**src/rtl/pokemon_input_pkg.sv**
```systemverilog
// Shared types and constants for the two-player battle input front end.
package pokemon_input_pkg;

    typedef enum logic [1:0] {
        IDLE        = 2'd0,
        HELD_DELAY  = 2'd1,
        HELD_REPEAT = 2'd2
    } move_state_e;

    // Bit positions of each button inside a player's 3-bit button vector.
    localparam int UP    = 0;
    localparam int DOWN  = 1;
    localparam int SHOOT = 2;

    localparam int DEF_DEB_CYCLES    = 100000;
    localparam int DEF_REPEAT_DELAY  = 40000000;
    localparam int DEF_REPEAT_PERIOD = 15000000;
    localparam int DEF_SHOOT_HOLD    = 5000000;

endpackage

```
**src/rtl/btn_debounce.sv**
```systemverilog
// Two-flop synchronizer followed by a stability counter; db changes only after
// the synchronized input has differed from it for DEB_CYCLES consecutive cycles.
module btn_debounce
    import pokemon_input_pkg::*;
#(
    parameter int DEB_CYCLES = DEF_DEB_CYCLES
) (
    input  logic clk,
    input  logic rst_n,
    input  logic btn,
    output logic db
);

    localparam int CW = $clog2(DEB_CYCLES + 1);

    logic [1:0]    sync_q;
    logic [CW-1:0] cnt_q;

    always_ff @(posedge clk or negedge rst_n) begin
        if (!rst_n) begin
            sync_q <= '0;
            cnt_q  <= '0;
            db     <= 1'b0;
        end else begin
            // NOTE: non-blocking so every flop samples pre-edge values, like real hardware.
            sync_q <= {sync_q[0], btn};
            if (sync_q[1] == db) begin
                cnt_q <= '0;
            end else if (cnt_q == CW'(DEB_CYCLES - 1)) begin
                db    <= ~db;
                cnt_q <= '0;
            end else begin
                cnt_q <= cnt_q + CW'(1);
            end
        end
    end

endmodule

```
**src/rtl/player_input_ctrl.sv**
```systemverilog
// Conditions six raw buttons into lane-move pulses and shoot request levels.
// Define PLAYER_INPUT_AUTOREPEAT_EN to build the hold-to-repeat movement FSM.
module player_input_ctrl
    import pokemon_input_pkg::*;
#(
    parameter int DEB_CYCLES    = DEF_DEB_CYCLES,
    parameter int REPEAT_DELAY  = DEF_REPEAT_DELAY,
    parameter int REPEAT_PERIOD = DEF_REPEAT_PERIOD,
    parameter int SHOOT_HOLD    = DEF_SHOOT_HOLD
) (
    input  logic clk,
    input  logic rst_n,
    input  logic game_en,
    input  logic btn_p1_up,
    input  logic btn_p1_down,
    input  logic btn_p1_shoot,
    input  logic btn_p2_up,
    input  logic btn_p2_down,
    input  logic btn_p2_shoot,
    output logic player1_up,
    output logic player1_down,
    output logic player2_up,
    output logic player2_down,
    output logic player1Shoot,
    output logic player2Shoot
);

    localparam int SW = $clog2(SHOOT_HOLD + 1);

    logic [2:0] raw [2];
    logic [1:0] mv_up, mv_down, shoot_req;

    assign raw[0] = {btn_p1_shoot, btn_p1_down, btn_p1_up};
    assign raw[1] = {btn_p2_shoot, btn_p2_down, btn_p2_up};

    assign player1_up   = mv_up[0];
    assign player1_down = mv_down[0];
    assign player2_up   = mv_up[1];
    assign player2_down = mv_down[1];
    assign player1Shoot = shoot_req[0];
    assign player2Shoot = shoot_req[1];

    for (genvar p = 0; p < 2; p++) begin : g_player
        logic [2:0]    db, db_prev_q;
        logic          rise_up, rise_down, rise_shoot, start_up, start_down;
        logic          up_d, down_d, up_q, down_q;
        logic          shoot_q;
        logic [SW-1:0] shoot_cnt_q;

        for (genvar b = 0; b < 3; b++) begin : g_btn
            btn_debounce #(.DEB_CYCLES(DEB_CYCLES)) u_debounce (
                .clk  (clk),
                .rst_n(rst_n),
                .btn  (raw[p][b]),
                .db   (db[b])
            );
        end

        assign rise_up    = db[UP]    & ~db_prev_q[UP];
        assign rise_down  = db[DOWN]  & ~db_prev_q[DOWN];
        assign rise_shoot = db[SHOOT] & ~db_prev_q[SHOOT];
        // A new press only counts while the opposite direction is released.
        assign start_up   = rise_up   & ~db[DOWN];
        assign start_down = rise_down & ~db[UP];

`ifdef PLAYER_INPUT_AUTOREPEAT_EN
        localparam int RMAX = (REPEAT_DELAY > REPEAT_PERIOD) ? REPEAT_DELAY : REPEAT_PERIOD;
        localparam int RW   = $clog2(RMAX + 1);

        move_state_e   state_q, state_d, state_eff;
        logic          held_up_q, held_up_d, held;
        logic [RW-1:0] rep_cnt_q, rep_cnt_d;

        always_ff @(posedge clk or negedge rst_n) begin
            if (!rst_n) begin
                state_q   <= IDLE;
                held_up_q <= 1'b0;
                rep_cnt_q <= '0;
            end else begin
                state_q   <= state_d;
                held_up_q <= held_up_d;
                rep_cnt_q <= rep_cnt_d;
            end
        end

        always_comb begin
            // NOTE: every signal gets a default first so no branch can infer a latch.
            state_d   = state_q;
            held_up_d = held_up_q;
            rep_cnt_d = rep_cnt_q;
            up_d      = 1'b0;
            down_d    = 1'b0;
            held      = held_up_q ? db[UP] : db[DOWN];
            // Release or conflict aborts a hold before this cycle's action is chosen.
            state_eff = (!held || (db[UP] && db[DOWN])) ? IDLE : state_q;
            if (!game_en) begin
                state_d   = IDLE;
                rep_cnt_d = '0;
            end else begin
                case (state_eff)
                    HELD_DELAY: begin
                        if (rep_cnt_q == RW'(REPEAT_DELAY - 1)) begin
                            up_d      = held_up_q;
                            down_d    = ~held_up_q;
                            rep_cnt_d = '0;
                            state_d   = HELD_REPEAT;
                        end else begin
                            rep_cnt_d = rep_cnt_q + RW'(1);
                        end
                    end
                    HELD_REPEAT: begin
                        if (rep_cnt_q == RW'(REPEAT_PERIOD - 1)) begin
                            up_d      = held_up_q;
                            down_d    = ~held_up_q;
                            rep_cnt_d = '0;
                        end else begin
                            rep_cnt_d = rep_cnt_q + RW'(1);
                        end
                    end
                    default: begin
                        state_d   = IDLE;
                        rep_cnt_d = '0;
                        if (start_up) begin
                            up_d      = 1'b1;
                            held_up_d = 1'b1;
                            state_d   = HELD_DELAY;
                        end else if (start_down) begin
                            down_d    = 1'b1;
                            held_up_d = 1'b0;
                            state_d   = HELD_DELAY;
                        end
                    end
                endcase
            end
        end
`else
        assign up_d   = game_en & start_up;
        assign down_d = game_en & start_down;
`endif

        always_ff @(posedge clk or negedge rst_n) begin
            if (!rst_n) begin
                db_prev_q   <= '0;
                up_q        <= 1'b0;
                down_q      <= 1'b0;
                shoot_q     <= 1'b0;
                shoot_cnt_q <= '0;
            end else begin
                db_prev_q <= db;
                up_q      <= up_d;
                down_q    <= down_d;
                if (!game_en) begin
                    shoot_q     <= 1'b0;
                    shoot_cnt_q <= '0;
                end else if (shoot_q) begin
                    if (shoot_cnt_q == '0) shoot_q <= 1'b0;
                    else                   shoot_cnt_q <= shoot_cnt_q - SW'(1);
                end else if (rise_shoot) begin
                    shoot_q     <= 1'b1;
                    shoot_cnt_q <= SW'(SHOOT_HOLD - 1);
                end
            end
        end

        assign mv_up[p]     = up_q;
        assign mv_down[p]   = down_q;
        assign shoot_req[p] = shoot_q;
    end

endmodule

```
**config.mk**
```make
export PLATFORM = sky130hd
export DESIGN_NAME = player_input_ctrl
export DESIGN_NICKNAME = d
export VERILOG_FILES = /design/src/rtl/pokemon_input_pkg.sv /design/src/rtl/btn_debounce.sv /design/src/rtl/player_input_ctrl.sv
export SDC_FILE = /design/constraint.sdc
export NUM_CORES = 1
export LEC_CHECK = 0
export CORE_ASPECT_RATIO = 1.75
export CORE_MARGIN = 10
export CORE_UTILIZATION = 62
export DETAILED_ROUTE_END_ITERATION = 6
export PLACE_DENSITY = 0.78
export SYNTH_ARGS = -nofsm -noshare
export SYNTH_HDL_FRONTEND = slang
export SYNTH_SLANG_ARGS = --single-unit
```
**constraint.sdc**
```tcl
create_clock -name clk -period 2.95 [get_ports clk]
set_clock_uncertainty 0.05 [all_clocks]
set_input_delay 0.4425 -clock clk [delete_from_list [all_inputs] [get_ports clk]]
set_output_delay 0.4425 -clock clk [all_outputs]
set_load 0.05 [all_outputs]
```
== Word level (Yosys, flattened, before mapping) ==
Index checks and enable logic that the tools add are counted.

* Add/subtract/negate cells: 8
* Equality and inequality tests: 16
* Muxes and demuxes: 28
* Bitwise gates (word level): 32
* Reduce and logical (&&, ||, !) cells: 10

{| class="wikitable"
|+ Operators by type and width
! operator !! number
|-
| $mux 17 || 12
|-
| $mux 23 || 8
|-
| $add 17x1->17 const B || 6
|-
| $eq 17x17->1 const B || 6
|-
| $logic_not 23->1 || 2
|-
| $sub 23x1->23 const B || 2
|-
| $not 1->1 || 18
|-
| $reduce_and 2->1 || 8
|-
| $and 1x1->1 || 14
|-
| $mux 1 || 8
|-
| $eq 1x1->1 || 6
|-
| $ne 3x1->1 const B || 2
|-
| $ne 3x3->1 const B || 2
|}

* Register bits: 178
* Input port bits: 9

== Longest topological paths before layout ==
Gate-level depths: netlist (run 1).

* Depth after elaboration: 5
* Depth in mapped cells: 8

== Hierarchy ==
From an unflattened synthesis (run 1), not the netlist that was laid out.

* Cell total of the unflattened synthesis: 845
* Area, all modules: 8680.8 sq um

{| class="wikitable"
|+ By module, submodules not included
! module !! times used !! cells an instance !! area each (sq um) !! seq. area each (sq um)
|-
| btn_debounce || 6 || 89 || 937.1 || 500.5
|-
| player_input_ctrl || 1 || 311 || 3057.9 || 1451.4
|}

== Worst setup path after synthesis (run 1) ==
No wires, ideal clock.

* Path kind: register -> register
* Start point: register g_player[0].shoot_cnt_q[11]
* End point: register g_player[0].shoot_cnt_q[3]
* Library setup time: 123 ps
* Data arrival time: 2022 ps
* Required time: 2777 ps
* Setup slack: 755 ps
* Stages on the path, launching flop included: 7
* Path buffers: 2
* Period minus slack after synthesis: 2195 ps
* Cells stage by stage: dfrtp_1 > buf_6 > or4_1 > buf_6 > nor4_4 > a31oi_2 > o221a_2

* Word-level cells in the longest chain between the ends: 3

{| class="wikitable"
|+ Ends and longest elaborated chain
! item !! line !! source
|-
| start, declared || player_input_ctrl.sv:48 || <nowiki>logic [SW-1:0] shoot_cnt_q;</nowiki>
|-
| start signal, assigned || player_input_ctrl.sv:157 || <nowiki>else shoot_cnt_q <= shoot_cnt_q - SW'(1);</nowiki>
|-
| start signal, assigned || player_input_ctrl.sv:160 || <nowiki>shoot_cnt_q <= SW'(SHOOT_HOLD - 1);</nowiki>
|-
| $logic_not 23->1 || player_input_ctrl.sv:156 || <nowiki>if (shoot_cnt_q == '0) shoot_q <= 1'b0;</nowiki>
|-
| $ne 3x3->1 (no source line) || -- ||
|-
| $reduce_and 2->1 (no source line) || -- ||
|}

No other way between the ends.
A chain may end at the register's enable or synchronous reset.

== Final worst setup path (run 1) ==
* Start point: register g_player[0].shoot_cnt_q[14]
* End point: register g_player[0].shoot_cnt_q[2]

The elaborated chain is that of the path after synthesis.

==> results of run 1 <==
==> worst min-delay path by stage <==
stage / end / slack (ns) / cells past startpoint
after floorplan: g_player[0].db_prev_q[0] / 0.1 / 0
after global placement: g_player[1].g_btn[1].u_debounce.sync_q[1] / 0.29 / 0
after detailed placement: g_player[1].g_btn[2].u_debounce.sync_q[1] / 0.29 / 0
after CTS: g_player[1].g_btn[2].u_debounce.sync_q[1] / 0.30 / 0
after global routing: g_player[1].g_btn[2].u_debounce.sync_q[1] / 0.31 / 0
final: g_player[0].g_btn[1].u_debounce.sync_q[1] / 0.30 / 0
==> cell usage after synthesis, drive strengths merged, types with 2 or more instances <==
cell,count,area [µm²]
nor3b,2,15.01
nand2b,6,37.54
nor4b,13,113.9
ha,8,100.1
dfrtp,178,4454
o41ai,3,33.79
o211ai,5,37.54
nor2,162,608.1
and3,13,81.33
mux2,8,90.09
or2,9,56.30
nand3,38,190.2
a21oi,17,85.08
or4,7,57.56
nand4,35,219.0
nand2,53,198.9
nor3,26,130.1
o2111ai,4,35.03
nand4b,3,26.28
a41oi,2,17.52
a311oi,2,17.52
xor2,76,665.6
a31oi,4,31.28
nor4,18,140.1
o21ai,15,75.07
inv,25,93.84
a221oi,3,26.28
a211oi,7,52.55
clkbuf,19,81.32
and4,10,87.58
and2,6,38.79
o221a,2,22.52
xnor2,45,394.1
o31ai,4,30.03
buf,5,37.53
or3,7,43.79
o21a,2,15.01
==> power groups by stage <==
| stage | Sequential (mW) | Combinational [mW] | Clock, mW |
|---|---|---|---|
| 6_report | 2.69 | 1.54 | 2.41 |
| 5_1_grt | 2.71 | 1.68 | 2.55 |
| 4_1_cts | 2.68 | 1.51 | 2.45 |
| 3_5_place_dp | 2.73 | 1.50 | 0 |
| 3_3_place_gp | 2.72 | 1.45 | 0 |
| 2_1_floorplan | 2.69 | 1.18 | 0 |
==> cells by family after synthesis <==
group                    Yosys count  share of synthesized area [%]
buffers and inverters             49                          2.479
multiplexers                       8                          1.050
AND/OR/NAND/NOR                  415                          24.56
XOR/XNOR                         121                          12.35
flip-flops                       178                          51.91
adder cells (fa/ha/maj)            8                          1.167
AO/OA/AOI/OAI                     78                          6.489
==> critical path, cell delays in order (launching register included) <==
cell and delay [ns]:
dfrtp_1 0.43, or4_1 0.71, nor4_4 0.53, a31oi_2 0.33, o221a_2 0.36
==> state kept, by name, indices dropped and copies added, names as in the netlist <==
name	count
player2Shoot	1
g_player.g_btn.u_debounce.db	6
player1_down	1
g_player.g_btn.u_debounce.sync_q	12
g_player.shoot_cnt_q	46
player2_down	1
player1_up	1
player1Shoot	1
g_player.g_btn.u_debounce.cnt_q	102
g_player.db_prev_q	6
player2_up	1
==> metrics by stage <==
step | cell area [µm²] | hold WS (ns) | utilization (%) | instances
floorplan | 8581 | 0.09691 | - | 857
global placement | 8931 | 0.2876 | 66.04 | 1034
detailed placement | 8931 | 0.2902 | 66.04 | 1034
CTS | 9568 | 0.3044 | 70.75 | 1064
global route | 9568 | 0.3139 | 70.75 | 1064
finish | 9568 | 0.3031 | 70.75 | 1064
==> per-layer routing <==
metal | routed length (µm) | part of all wire [%] | up-vias | global-route usage [%]
li1 | - | - | 3034 | -
met1 | 7032 | 39 | 3235 | 21.59
met2 | 9795 | 55 | 173 | 35.07
met3 | 606 | 3.4 | 43 | 3.446
met4 | 404 | 2.3 | 0 | 7.892
met5 | 0 | 0 | - | 0
==> repair_timing <==
action | CTS | global route
hold buffers | 1 | 0
endpoints found under the setup margin | 0 | 0
hold endpoints to repair | 3 | 0
==> area by class of cell <==
type | instances | share of cell area (%)
flip-flops and latches | 178 | 46.55
multi-input cells | 630 | 40.90
clock buffers | 20 | 4.668
repair buffers | 28 | 2.733
well taps | 174 | 2.275
clock inverters | 9 | 1.883
inverters | 25 | 0.9808
==> results_dict.tcl, run 1 <==
set metrics [dict create \
    grt_usage_pct 19.44 \
    dpl.hpwl_um 12290 \
    powerDensity_nw_per_um2 693.7 \
    ios 15 \
    routed_wl_um 17840 \
    startpoint_type "flop" \
    fin_crit_ns 2.504 \
    drive_gt1_share_pct 8.202 \
    cts_buffers 17 \
    rows 56 \
    min_from "g_player[0].g_btn[1].u_debounce.sync_q[0]" \
    worstMarginPinSlew_ns 0.7795 \
    setup_tns_ns 0 \
    via_per_inst 6.095 \
    cts.repair.resized 0 \
    rrSetupSlack_ns 0.45 \
    clock.fmax_mhz 399.4 \
    crit_type "flop to flop" \
    intPower_mw 4.668 \
    clk_pin_slew_worst_paths_ns 0.07 \
    synth_nets 874 \
    clockRootBuffer "clkbuf_16" \
    vias 6485 \
    clk_latency_ns 0.42 \
    ys_types 62 \
    synth.avg_cell_area_um2 10.01 \
    grt_pass1_vias 6701 \
    n_antenna_cell 0 \
    power_switching_mw 1.969 \
    drcViolationCount 0 \
    nFillCells 960 \
    clkPwrFrac_pct 36.3 \
    area_delta_synth_final_pct 11.50 \
    grt_max_degree 68 \
    coreArea_um2 13520 \
    portBuffers 14 \
    sequentialPowerShare_pct 40.5 \
    p_leak_nw 4.193 \
    endpoint "g_player[0].shoot_cnt_q[2]" \
    setup_ws_ns 0.4460 \
    worstPathArrival_ns 2.77 \
    power.total_mw 6.637 \
    drt-pass1-iter-count 5 \
    synth_flop_cell "dfrtp_1" \
    ir_drop_v 0.0004342 \
    synthCells 857 \
    cp.required_ns 3.21 \
    ant_nets 0 \
    crit_path_max_fanout 10 \
    overflow 0 \
    status "finished clean" \
    clock_path_buffers 2 \
    grt_pass1_wl_um 30670 \
    cts_tree "done" \
    switching_share_pct 29.67 \
    initial_core_util_pct 63.45 \
    r2r_cells 4 \
    startpoint "g_player[0].shoot_cnt_q[14]" \
    cts_setup_buffers 0 \
    die_h_um 175.6 \
    cap_violations 0 \
    finalMaxSlewViolations 0 \
    seq_area_um2 4454 \
    drt_iter0_markers 325 \
    htreeDepth 4 \
    combPwrFrac_pct 23.2 \
    finalCritPeriodShare_pct 84.88 \
    ys_seq_area_share_pct 51.91 \
    async_flop_share_pct 100.0 \
    place_ws_ns 0.4943 \
    yosysWarnings 0 \
    hold_viol 0 \
    rsz0062_at_grt "false" \
    layout_common_cells "dfrtp_1, nor2_1, xor2_1" \
    final_common_cell "dfrtp_1" \
    setup_viol 0 \
    syn_area_um2 8581 \
    worstSetupEndpointType "flop" \
    nets 897 \
    timing.rr.end "g_player[0].shoot_cnt_q[2]" \
    rr_startpoint "g_player[0].shoot_cnt_q[14]" \
    hp-class "flop to flop" \
    wl_per_cell_um 16.77 \
    dieArea_um2 19130 \
    synth_edf_count 0 \
    synth_seq_cells 178 \
    clock_sinks 178 \
    die_w_um 108.9 \
    multi_input_area_um2 3914 \
    finalWeightedCongestion 0.9053 \
    antenna_found_initial 0 \
    relSlewSlack_pct 47.55 \
]
Power figures use the tool's default switching activity.
==> run 2, diff against run 1 <==
Clock period 2.95 ns to 2.4 ns, I/O delays scaled along.
==> results_dict.tcl, run 2 (same netlist as run 1, synthesis figures left out) <==
set metrics [dict create \
    relSlewSlack_pct 57.78 \
    drt-pass1-iter-count 5 \
    finalWeightedCongestion 0.9497 \
    coreArea_um2 13520 \
    regMostFlops "g_player.g_btn.u_debounce.cnt_q" \
    ir_drop_v 0.0005608 \
    initial_core_util_pct 63.45 \
    path_cells "clkdlybuf4s50_1" \
    crit_family "buffers and inverters" \
    final_common_cell "dfrtp_1" \
    utilization_pct 71.81 \
    placed_cell_area_um2 9076 \
    top_regs "g_player.g_btn.u_debounce.cnt_q: 102 flops, g_player.shoot_cnt_q: 46 flops, g_player.g_btn.u_debounce.sync_q: 12 flops" \
    placedCellCount 1050 \
    cp.required_ns 1.99 \
    rows 56 \
    cts_buffers 17 \
    sequentialPowerShare_pct 40.3 \
    crit_path_max_fanout 12 \
    grt_pass1_vias 6644 \
    clk_pin_slew_worst_paths_ns 0.07 \
    vias 6467 \
    largest_register_ffs 102 \
    worstPathArrival_ns 1.92 \
    hp-class "flop to flop" \
    ant_nets 0 \
    drive_gt1_share_pct 10.77 \
    die_w_um 108.9 \
    setup_viol 0 \
    status "finished clean" \
    dieArea_um2 19130 \
    dpl.hpwl_um 12660 \
    slowest_stage "clkdlybuf4s50_1" \
    n_antenna_cell 0 \
    rsz0062_at_grt "true" \
    clock_path_buffers 2 \
    cap_violations 0 \
    nFillCells 966 \
    p_leak_nw 4.279 \
    fin_cells 1084 \
    grt_usage_pct 19.61 \
    via_per_inst 5.966 \
    slowest_delay_ns 0.89 \
    clk_latency_ns 0.42 \
    die_h_um 175.6 \
    grt_max_degree 49 \
    worstMarginPinSlew_ns 0.6333 \
    portBuffers 14 \
    grt_pass1_wl_um 30850 \
    powerDensity_nw_per_um2 839.9 \
    hold_slack_ns 0.2949 \
    wl_per_cell_um 16.59 \
    cts_tree "done" \
    finalCritPeriodShare_pct 96.96 \
    layout_common_cells "dfrtp_1, nor2_1, xor2_1" \
    switching_share_pct 31.23 \
    ios 15 \
    clock_sinks 178 \
    power.total_mw 8.156 \
    fin_crit_ns 2.327 \
    antenna_found_initial 0 \
    finalMaxSlewViolations 0 \
    intPower_mw 5.608 \
    combPwrFrac_pct 26.2 \
    cp.buffers_inverters 1 \
    worstSetupEndpointType "output pin" \
    nets 916 \
    hold_viol 0 \
    startpoint_type "flop" \
    htreeDepth 4 \
    clkPwrFrac_pct 33.5 \
    drcViolationCount 0 \
    power_switching_mw 2.547 \
    clock.fmax_mhz 429.7 \
    routed_wl_um 17990 \
    crit_type "flop to output pin" \
    final_area_um2 9711 \
    area_delta_synth_final_pct 13.17 \
    drt_iter0_markers 362 \
    clockRootBuffer "clkbuf_16" \
    overflow 0 \
]
[run 2: metrics by stage]
stage | setup TNS (ns) | setup WS [ns]
final | 0 | 0.07285
after global routing | -0.03965 | -0.03965
after CTS | 0 | 0.08197
after detailed placement | 0 | 0.1252
after global placement | 0 | 0.1771
after floorplan | 0 | 0.2051
[run 2: path summary, 6_finish.rpt]
check | startpoint | endpoint | slack (ns) | cells past startpoint
worst min register to register | g_player[0].g_btn[1].u_debounce.sync_q[0] | g_player[0].g_btn[1].u_debounce.sync_q[1] | 0.29 | 0
max in group asynchronous | rst_n | g_player[0].g_btn[2].u_debounce.cnt_q[1] | 1.26 | 3
min in group asynchronous | rst_n | g_player[0].shoot_cnt_q[2] | 0.41 | 2
worst max register to register | g_player[1].shoot_cnt_q[0] | g_player[1].shoot_cnt_q[11] | 0.12 | 9
worst min-delay path | g_player[0].g_btn[1].u_debounce.sync_q[0] | g_player[0].g_btn[1].u_debounce.sync_q[1] | 0.29 | 0
worst max-delay path | player2Shoot | player2Shoot | 0.07 | 1
[run 2: power groups by stage]
stage / logic [mW] / registers [mW] / clock network, mW
after floorplan: 1.45 / 3.30 / 0
after global placement: 1.96 / 3.33 / 0
after detailed placement: 1.99 / 3.34 / 0
after CTS: 2.01 / 3.28 / 2.78
after global routing: 2.33 / 3.31 / 2.92
final: 2.14 / 3.29 / 2.73
[run 2: routing by layer]
metal / track usage (%) / vias up / share of wire [%]
met4: 8.057 / 0 / 2.7
met1: 21.88 / 3228 / 40
met5: 0 / - / 0
li1: - / 3070 / -
met3: 3.629 / 40 / 2.8
met2: 35.12 / 129 / 54
[run 2: repair_timing]
| item | 4_1_cts | 5_1_grt |
|---|---|---|
| hold buffers | 1 | 0 |
| setup endpoints to repair | 0 | 9 |
| endpoints found under the hold margin | 44 | 0 |
| gates resized for setup | 0 | 5 |
| setup buffers | 0 | 3 |
[run 2: layout make-up]
cell class	count	area, µm²	share of cell area [%]
Clock inverter	13	150.1	1.546
Clock buffer	17	425.4	4.381
Timing Repair Buffer	47	432.9	4.458
Tap cell	174	217.7	2.242
Sequential cell	178	4454	45.87
Multi-Input combinational cell	630	3936	40.54
Inverter	25	93.84	0.9664
